$ cat src/rtl/sync_adder_pkg.sv
// Shared definitions for the pipelined segmented adder.
// Holds the operation encoding, the segment width helper and the
// saturation pattern generators used when SYNC_ADDER_SAT_EN is defined.
package sync_adder_pkg;

  localparam logic OP_ADD = 1'b0;
  localparam logic OP_SUB = 1'b1;

  // Widest datapath the saturation generators can describe.
  localparam int SAT_MAX_W = 256;

  // Width of one carry-ripple segment.
  // Returns 0 for an illegal WIDTH/STAGES pairing so the datapath fails to elaborate.
  function automatic int seg_width(input int width, input int stages);
    if (stages < 1 || stages > width || (width % stages) != 0) begin
      return 0;
    end
    return width / stages;
  endfunction

  // Largest positive two's-complement value of the given width: 0111..1.
  function automatic logic [SAT_MAX_W-1:0] signed_max(input int width);
    return (SAT_MAX_W'(1) << (width - 1)) - SAT_MAX_W'(1);
  endfunction

  // Most negative two's-complement value of the given width: 1000..0.
  function automatic logic [SAT_MAX_W-1:0] signed_min(input int width);
    return SAT_MAX_W'(1) << (width - 1);
  endfunction

endpackage

$ cat src/rtl/sync_adder_seg.sv
// One pipeline stage of the segmented adder.
// Adds one SEG-bit slice plus the incoming carry and registers the sum slice,
// the carry out and the stage valid bit whenever the stage is allowed to advance.
module sync_adder_seg #(
  parameter int SEG = 8
) (
  input  logic           clk,
  input  logic           rst,
  input  logic           adv,
  input  logic           valid_in,
  input  logic [SEG-1:0] a,
  input  logic [SEG-1:0] b,
  input  logic           carry_in,
  output logic           valid_out,
  output logic [SEG-1:0] sum_out,
  output logic           carry_out
);

  logic [SEG:0] total;

  assign total = {1'b0, a} + {1'b0, b} + (SEG + 1)'(carry_in);

  // Capture the segment result; a stalled stage keeps both data and valid.
  always_ff @(posedge clk or posedge rst) begin
    if (rst) begin
      valid_out <= 1'b0;
      sum_out   <= '0;
      carry_out <= 1'b0;
    end else if (adv) begin
      valid_out <= valid_in;
      sum_out   <= total[SEG-1:0];
      carry_out <= total[SEG];
    end
  end

endmodule

$ cat src/rtl/sync_adder_pipe.sv
// Pipelined WIDTH-bit add/subtract split into STAGES carry-ripple segments
// with valid/ready flow control, signed overflow and carry-out reporting.
// Optional feature macro: SYNC_ADDER_SAT_EN adds the 'sat' port, which clamps
// an overflowing result to signed max/min in the last stage.
module sync_adder_pipe
  import sync_adder_pkg::*;
#(
  parameter int WIDTH  = 32,
  parameter int STAGES = 4
) (
  input  logic             clk,
  input  logic             rst,
  input  logic             in_valid,
  output logic             in_ready,
  input  logic             sub,
  input  logic             cin,
  input  logic [WIDTH-1:0] x,
  input  logic [WIDTH-1:0] y,
`ifdef SYNC_ADDER_SAT_EN
  input  logic             sat,
`endif
  output logic             out_valid,
  input  logic             out_ready,
  output logic [WIDTH-1:0] s,
  output logic             cout,
  output logic             ovf
);

  localparam int SEG = seg_width(WIDTH, STAGES);

  logic [WIDTH-1:0]  y_eff;
  logic [STAGES-1:0] adv;
  logic [STAGES-1:0] v;
  logic [STAGES-1:0] valid_in;
  logic [STAGES-1:0] carry_in;
  logic [STAGES-1:0] carry_r;
  logic [STAGES-1:0] x_msb_in;
  logic [STAGES-1:0] y_msb_in;
  logic [STAGES-1:0] x_msb_r;
  logic [STAGES-1:0] y_msb_r;
`ifdef SYNC_ADDER_SAT_EN
  logic [STAGES-1:0] sat_in;
  logic [STAGES-1:0] sat_r;
`endif

  // src_*: operand bits seen by stage k, with its own segment in the low SEG bits.
  // pend_*: what stage k hands on, already shifted down by one segment.
  // done_r: finished sum bits, kept left-aligned so each new segment enters at the top.
  logic [WIDTH-1:0] src_x  [STAGES];
  logic [WIDTH-1:0] src_y  [STAGES];
  logic [WIDTH-1:0] pend_x [STAGES];
  logic [WIDTH-1:0] pend_y [STAGES];
  logic [WIDTH-1:0] done_in[STAGES];
  logic [WIDTH-1:0] done_r [STAGES];
  logic [WIDTH-1:0] acc    [STAGES];
  logic [SEG-1:0]   sum_seg[STAGES];

  logic [WIDTH-1:0] sum_raw;

  assign y_eff = (sub == OP_SUB) ? ~y : y;

  // Backpressure chain: a stage may load when it is empty or the next one moves.
  always_comb begin
    adv = '0;
    adv[STAGES-1] = !v[STAGES-1] || out_ready;
    for (int k = STAGES - 2; k >= 0; k--) begin
      adv[k] = !v[k] || adv[k+1];
    end
  end

  // Route each stage's inputs: stage 0 from the ports, later stages from the previous registers.
  always_comb begin
    valid_in   = '0;
    carry_in   = '0;
    x_msb_in   = '0;
    y_msb_in   = '0;
    src_x[0]   = x;
    src_y[0]   = y_eff;
    done_in[0] = '0;
    valid_in[0] = in_valid;
    carry_in[0] = cin;
    x_msb_in[0] = x[WIDTH-1];
    y_msb_in[0] = y_eff[WIDTH-1];
    for (int k = 1; k < STAGES; k++) begin
      src_x[k]    = pend_x[k-1];
      src_y[k]    = pend_y[k-1];
      done_in[k]  = acc[k-1] >> SEG;
      valid_in[k] = v[k-1];
      carry_in[k] = carry_r[k-1];
      x_msb_in[k] = x_msb_r[k-1];
      y_msb_in[k] = y_msb_r[k-1];
    end
  end

`ifdef SYNC_ADDER_SAT_EN
  // The saturate request travels alongside its operands.
  always_comb begin
    sat_in    = '0;
    sat_in[0] = sat;
    for (int k = 1; k < STAGES; k++) begin
      sat_in[k] = sat_r[k-1];
    end
  end
`endif

  // Merge each stage's fresh segment on top of the lower bits already finished.
  always_comb begin
    for (int k = 0; k < STAGES; k++) begin
      acc[k] = (WIDTH'(sum_seg[k]) << (WIDTH - SEG)) | done_r[k];
    end
  end

  // Pass-through registers; they advance in lock-step with the segment registers.
  always_ff @(posedge clk or posedge rst) begin
    if (rst) begin
      for (int k = 0; k < STAGES; k++) begin
        pend_x[k] <= '0;
        pend_y[k] <= '0;
        done_r[k] <= '0;
      end
      x_msb_r <= '0;
      y_msb_r <= '0;
`ifdef SYNC_ADDER_SAT_EN
      sat_r   <= '0;
`endif
    end else begin
      for (int k = 0; k < STAGES; k++) begin
        if (adv[k]) begin
          pend_x[k]  <= src_x[k] >> SEG;
          pend_y[k]  <= src_y[k] >> SEG;
          done_r[k]  <= done_in[k];
          x_msb_r[k] <= x_msb_in[k];
          y_msb_r[k] <= y_msb_in[k];
`ifdef SYNC_ADDER_SAT_EN
          sat_r[k]   <= sat_in[k];
`endif
        end
      end
    end
  end

  for (genvar k = 0; k < STAGES; k++) begin : g_stage
    sync_adder_seg #(
      .SEG(SEG)
    ) u_seg (
      .clk      (clk),
      .rst      (rst),
      .adv      (adv[k]),
      .valid_in (valid_in[k]),
      .a        (src_x[k][SEG-1:0]),
      .b        (src_y[k][SEG-1:0]),
      .carry_in (carry_in[k]),
      .valid_out(v[k]),
      .sum_out  (sum_seg[k]),
      .carry_out(carry_r[k])
    );
  end

  assign in_ready  = adv[0];
  assign out_valid = v[STAGES-1];
  assign cout      = carry_r[STAGES-1];
  assign sum_raw   = acc[STAGES-1];
  assign ovf       = (x_msb_r[STAGES-1] == y_msb_r[STAGES-1]) &&
                     (sum_raw[WIDTH-1] != x_msb_r[STAGES-1]);

`ifdef SYNC_ADDER_SAT_EN
  // Clamp an overflowing result toward the sign of x; ovf itself is still reported.
  always_comb begin
    s = sum_raw;
    if (sat_r[STAGES-1] && ovf) begin
      s = x_msb_r[STAGES-1] ? WIDTH'(signed_min(WIDTH)) : WIDTH'(signed_max(WIDTH));
    end
  end
`else
  assign s = sum_raw;
`endif

endmodule

$ cat config.mk
export PLATFORM = sky130hd
export DESIGN_NAME = sync_adder_pipe
export DESIGN_NICKNAME = d
export VERILOG_FILES = /design/src/rtl/sync_adder_pkg.sv /design/src/rtl/sync_adder_seg.sv /design/src/rtl/sync_adder_pipe.sv
export SDC_FILE = /design/constraint.sdc
export NUM_CORES = 1
export LEC_CHECK = 0
export CAP_MARGIN = 15
export CORE_MARGIN = 5
export CORE_UTILIZATION = 45
export DETAILED_ROUTE_END_ITERATION = 7
export PLACE_DENSITY_LB_ADDON = 0.1
export SYNTH_ARGS = -nofsm -noshare
export SYNTH_HDL_FRONTEND = slang
export SYNTH_HIERARCHICAL = 1
export SYNTH_SLANG_ARGS = --single-unit
$ cat constraint.sdc
create_clock -name clk -period 5.65 [get_ports clk]
set_input_delay 0.565 -clock clk [delete_from_list [all_inputs] [get_ports clk]]
set_output_delay 0.565 -clock clk [all_outputs]
set_load 0.02 [all_outputs]
-- After elaboration in Yosys (flattened, before gate mapping)
Index checks and enable logic that the tools add are counted.
- $add $sub $neg: 8
- equality and inequality tests: 2
- mux-type cells: 1
- bitwise logic cells: 4
- reduce and logical (&&, ||, !) cells: 9
- operators by type and width (operator ; count):
    OR 32 x 24 -> 32 bit ; 3
    adder 8 x 8 -> 9 bit ; 4
    adder 9 x 1 -> 9 bit ; 4
    2-to-1 mux 32 bit ; 1
    NOT 32 bit ; 1
    logical NOT 1 bit ; 4
    logical OR 1 bit ; 4
    equality test 1 bit ; 1
    logical AND 1 bit ; 1
    != test 1 bit ; 1
- register bits after elaboration: 200
- input bits: 70
- output and inout port bits: 36
- logic and storage cells: 53

-- Logic depth before layout (Yosys ltp)
- depth in word-level cells: 5
- mapped depth: 10
- depth with buffers taken out: 7

-- Cells and area by module
Netlist, hierarchy kept.
- by module, submodules not included (module ; instances ; cells each ; area each (um^2) ; seq. area each (um^2)):
    sync_adder_pipe ; 1 ; 463 ; 5994.5 ; 3653.5
    sync_adder_seg (g_stage[1].u_seg ...) ; 2 ; 77 ; 769.5 ; 250.2
    sync_adder_seg (g_stage[0].u_seg) ; 1 ; 75 ; 759.5 ; 250.2
    sync_adder_seg (g_stage[3].u_seg) ; 1 ; 73 ; 757.0 ; 250.2

-- Worst setup path after synthesis
OpenSTA, ideal clock, no wires.
- path kind: input port to flip-flop
- from: in sub
- to: reg g_stage[0].u_seg.carry_out
- library setup time: 0.127 ns
- arrival: 2.657 ns
- required time: 5.523 ns
- path slack: 2.865 ns
- stages: 9
- path buffers: 2
- path through: clkbuf_1 > buf_2 > xor2_1 > fa_1 > fa_1 > a211oi_1 > nor2_1 > o31ai_1 > a21oi_1
- word-level cells in the longest chain between the ends: 3
- ends and longest elaborated chain (element ; line ; RTL):
    start, declared ; sync_adder_pipe.sv:15 ; input logic sub,
    2-to-1 mux 32 bit ; sync_adder_pipe.sv:60 ; assign y_eff = (sub == OP_SUB) ? ~y : y;
    via y_eff[0] ; sync_adder_pipe.sv:31 ; logic [WIDTH-1:0] y_eff;
    adder 8 x 8 -> 9 bit ; sync_adder_seg.sv:21 ; assign total = {1'b0, a} + {1'b0, b} + (SEG + 1)'(carry_in);
    adder 9 x 1 -> 9 bit ; sync_adder_seg.sv:21 ;
    end signal, assigned ; sync_adder_seg.sv:32 ; carry_out <= total[SEG];
    end, declared ; sync_adder_seg.sv:16 ; output logic carry_out
The timed path passes the listed nets, and every way through them passes these cells.
A chain may end at the register's enable or synchronous reset.

-- Worst setup path after layout
- from: in out_ready
- to: out in_ready
- word-level cells in the longest chain between the ends: 4
- ends and longest elaborated chain (element ; line ; RTL):
    start, declared ; sync_adder_pipe.sv:23 ; input logic out_ready,
    logical OR 1 bit ; sync_adder_pipe.sv:65 ; adv[STAGES-1] = !v[STAGES-1] || out_ready;
    logical OR 1 bit (3 in series) ; sync_adder_pipe.sv:67 ; adv[k] = !v[k] || adv[k+1];
    end, declared ; sync_adder_pipe.sv:14 ; output logic in_ready,
No other way between the ends.

==> impl_metrics.py <==
metrics = {
    "status": {
        "status": "completed",
    },
    "power": {
        "p_leak_nw": 4.64,
        "total_power_mw": 4.52,
        "cellPowerDensity_nw_per_um2": 422,
        "ir_drop_mv": 0.220,
    },
    "synthesis": {
        "synth_most_common_cell": "dfrtp_1",
        "synth_edf_count": 0,
        "synthTopCellsByArea": "dfrtp_1 (51%), mux2_2 (11%), nand2_1 (4.1%), ha_1 (3.9%), mux2_4 (3.6%)",
        "async_flop_share_pct": 100,
        "synth.distinct_cells": 48,
        "synthFlopType": "dfrtp_1",
        "ys_seq_elements": 186,
        "ys_top_cells_by_count": "dfrtp_1 (186), nand2_1 (99), mux2_2 (91)",
        "yosysSeqAreaShare_pct": 51.4,
        "netlist_area_um2": 9050,
        "yosysTopAreaCell": "dfrtp_1",
        "synth.avg_cell_area_um2": 11.8,
        "ys_warn_count": 6,
        "synth_nets": 871,
        "synthCells": 765,
        "synth_top_area_share_pct": 51.4,
    },
    "global_route": {
        "grt_max_degree": 98,
        "antenna_found_initial": 0,
        "grt_overflow": 0,
        "grt_use_total_pct": 16.1,
        "grt_pass1_wl_um": 30800,
        "grt_pass1_vias": 6206,
    },
    "detailed_routing": {
        "route.detailed.drc": 0,
        "drtAntennaViolNets": 0,
        "vias": 5755,
        "wl_um": 18100,
        "drtPass1Iterations": 4,
        "wl_per_cell_um": 16.3,
        "drt_iter0_drc": 223,
        "via_per_inst": 5.18,
    },
    "floorplan": {
        "die_x_um": 152,
        "initial_core_util_pct": 46.0,
        "core-area_um2": 19700,
        "row_count": 51,
        "die-area_um2": 23000,
        "boundaryPins": 106,
        "die_h_um": 152,
    },
    "cells_and_area": {
        "layout-drive-gt1-share_pct": 21.5,
        "fill_cells": 1755,
        "num_antenna_cells": 0,
        "area_delta_synth_final_pct": 18.3,
        "fin_nets": 939,
        "fin_area_um2": 10700,
    },
    "worst_setup_path": {
        "cp_data_required_time_ns": 5.09,
        "worstSetupPathType": "input pin to output pin",
        "start_kind": "input pin",
        "worstPathBufferInverterCount": 3,
        "cp_max_fo": 25,
        "critPathMostFrequentCell": "clkdlybuf4s50_1",
        "arrival_ns": 3.10,
        "cp_top_family": "buffers and inverters",
        "reg2regPathDepth": 7,
        "cp-end-kind": "output pin",
        "path_cells": "clkdlybuf4s50_1 -> and4b_2 -> and2_1 -> inv_4 -> clkdlybuf4s50_1",
        "slowest_stage": "and2_1",
        "slowest_delay_ns": 0.79,
        "path_depth": 5,
    },
    "clock_tree": {
        "post_cts_buffers": 0,
        "cts_tree": "yes",
        "numCtsBuffers": 17,
        "clockBufferDepth": 2,
        "clkSlewWorstSetupHoldPaths_ns": 0.07,
        "holdBufCountCts": 0,
        "cts_resized": 0,
        "clk_latency_ns": 0.43,
        "cts_root_buf": "clkbuf_16",
        "clock-sinks": 186,
        "htreeDepth": 4,
    },
    "sta": {
        "max_freq_mhz": 273,
        "tightest_slew_ns": 1.02,
        "hold_viol_final": 0,
        "relSlewSlack_pct": 31.8,
        "slew_violations": 0,
        "finClkSkew_ns": 0.00625,
        "final.period_utilization_pct": 64.9,
        "period_needed_ns": 3.67,
        "fin_setup_tns_ns": 0,
        "setup_viol": 0,
        "rsz0062_at_grt": "false",
    },
    "placement": {
        "portBuffers": 105,
        "place_congestion": 0.779,
        "place_hpwl_um": 12400,
        "place_area_um2": 10100,
    },
    "min_path": {
        "min_path_type": "register to register",
        "min_path_cells": 2,
    },
    "flow_run": {
        "max-cap-violations": 0,
    },
}
power by group:
part	leakage [nW]	switching (mW)	internal (mW)
sequential	2.17	0.210	1.68
combinational	2.18	0.710	0.713
clock	0.291	0.570	0.635
total	4.64	1.49	3.03
logic make-up (layout without fill, tap and decap cells):
kind of cell,Yosys count,count (layout),share of synthesized area (%)
flip-flops,186,186,51.4
AND/OR/NAND/NOR,172,172,8.60
AO/OA/AOI/OAI,127,127,9.58
multiplexers,121,121,15.9
buffers and inverters,83,164,5.00
XOR/XNOR,40,40,3.87
adder cells (fa/ha/maj),36,36,5.64
metrics by stage:
| step | util (%) | hold WS (ns) | worst slack (ns) | instances |
|---|---|---|---|---|
| final | 54.5 | 0.466 | 1.98 | 1111 |
| after global routing | 54.5 | 0.489 | 1.80 | 1111 |
| after CTS | 54.5 | 0.473 | 1.94 | 1111 |
| after detailed placement | 51.5 | 0.456 | 1.96 | 1079 |
| after global placement | 51.5 | 0.450 | 1.99 | 1079 |
| after floorplan | - | 0.405 | 1.16 | 765 |
cells in the final DEF (no fill, tap or decap), types with 4 or more instances in the layout:
cell and count:
a211oi_1 9, a211oi_2 6, a21o_1 6, a21oi_1 20, buf_4 7, clkbuf_16 17
clkdlybuf4s50_1 104, dfrtp_1 186, fa_1 8, ha_1 28, inv_1 17, inv_6 8
inv_8 4, mux2_2 91, mux2_4 22, mux2i_1 7, nand2_1 98, nand3_1 28
nand4b_1 4, nor2_1 20, nor3b_1 4, o21ai_0 51, o21ai_2 4, o221ai_2 4
o22ai_1 11, o32ai_2 4, xnor2_1 32, xor2_1 8
path summary, 6_finish.rpt:
kind / from / end / slack, ns
worst max-delay path: out_ready / in_ready / 1.98
worst min-delay path: done_r[3]$_DFFE_PP0P_ / done_r[3]$_DFFE_PP0P_ / 0.47
worst max register to register: g_stage[1].u_seg/valid_out$_DFFE_PP0P_ / g_stage[0].u_seg/sum_out[7]$_DFFE_PP0P_ / 2.74
worst min register to register: done_r[3]$_DFFE_PP0P_ / done_r[3]$_DFFE_PP0P_ / 0.47
max in group asynchronous: rst / pend_x[115]$_DFFE_PP0P_ / 3.63
min in group asynchronous: rst / g_stage[0].u_seg/sum_out[2]$_DFFE_PP0P_ / 0.68
final cells by class:
class / instances / area [µm²] / share of cell area (%)
repair buffers: 112 / 1100 / 10.3
clock buffers: 17 / 425 / 3.97
flip-flops and latches: 186 / 4650 / 43.5
multi-input cells: 496 / 3950 / 36.9
clock inverters: 15 / 169 / 1.58
inverters: 20 / 82.6 / 0.771
well taps: 265 / 332 / 3.10
registers in the layout, indices dropped and copies added, names as in the netlist:
signal,flops
pend_x,45
g_stage.u_seg/valid_out,4
y_msb_r,4
x_msb_r,4
g_stage.u_seg/carry_out,4
done_r,48
pend_y,45
g_stage.u_seg/sum_out,32
worst register-to-register path: cells and delay by family, from the launching register on:
family	cells	cell delay (ns)
buffers and inverters	2	0.90
multiplexers	1	0.32
flip-flops	1	0.42
AO/OA/AOI/OAI	1	0.06
AND/OR/NAND/NOR	3	1.12
per-layer routing:
layer / GRT usage (%) / part of all wire (%) / vias to the layer above
met5: 0 / 0 / -
li1: - / - / 2772
met3: 3.66 / 3.4 / 18
met2: 28.1 / 50 / 96
met1: 20.5 / 45 / 2869
met4: 3.77 / 1.3 / 0
(Power assumes the default switching activity.)
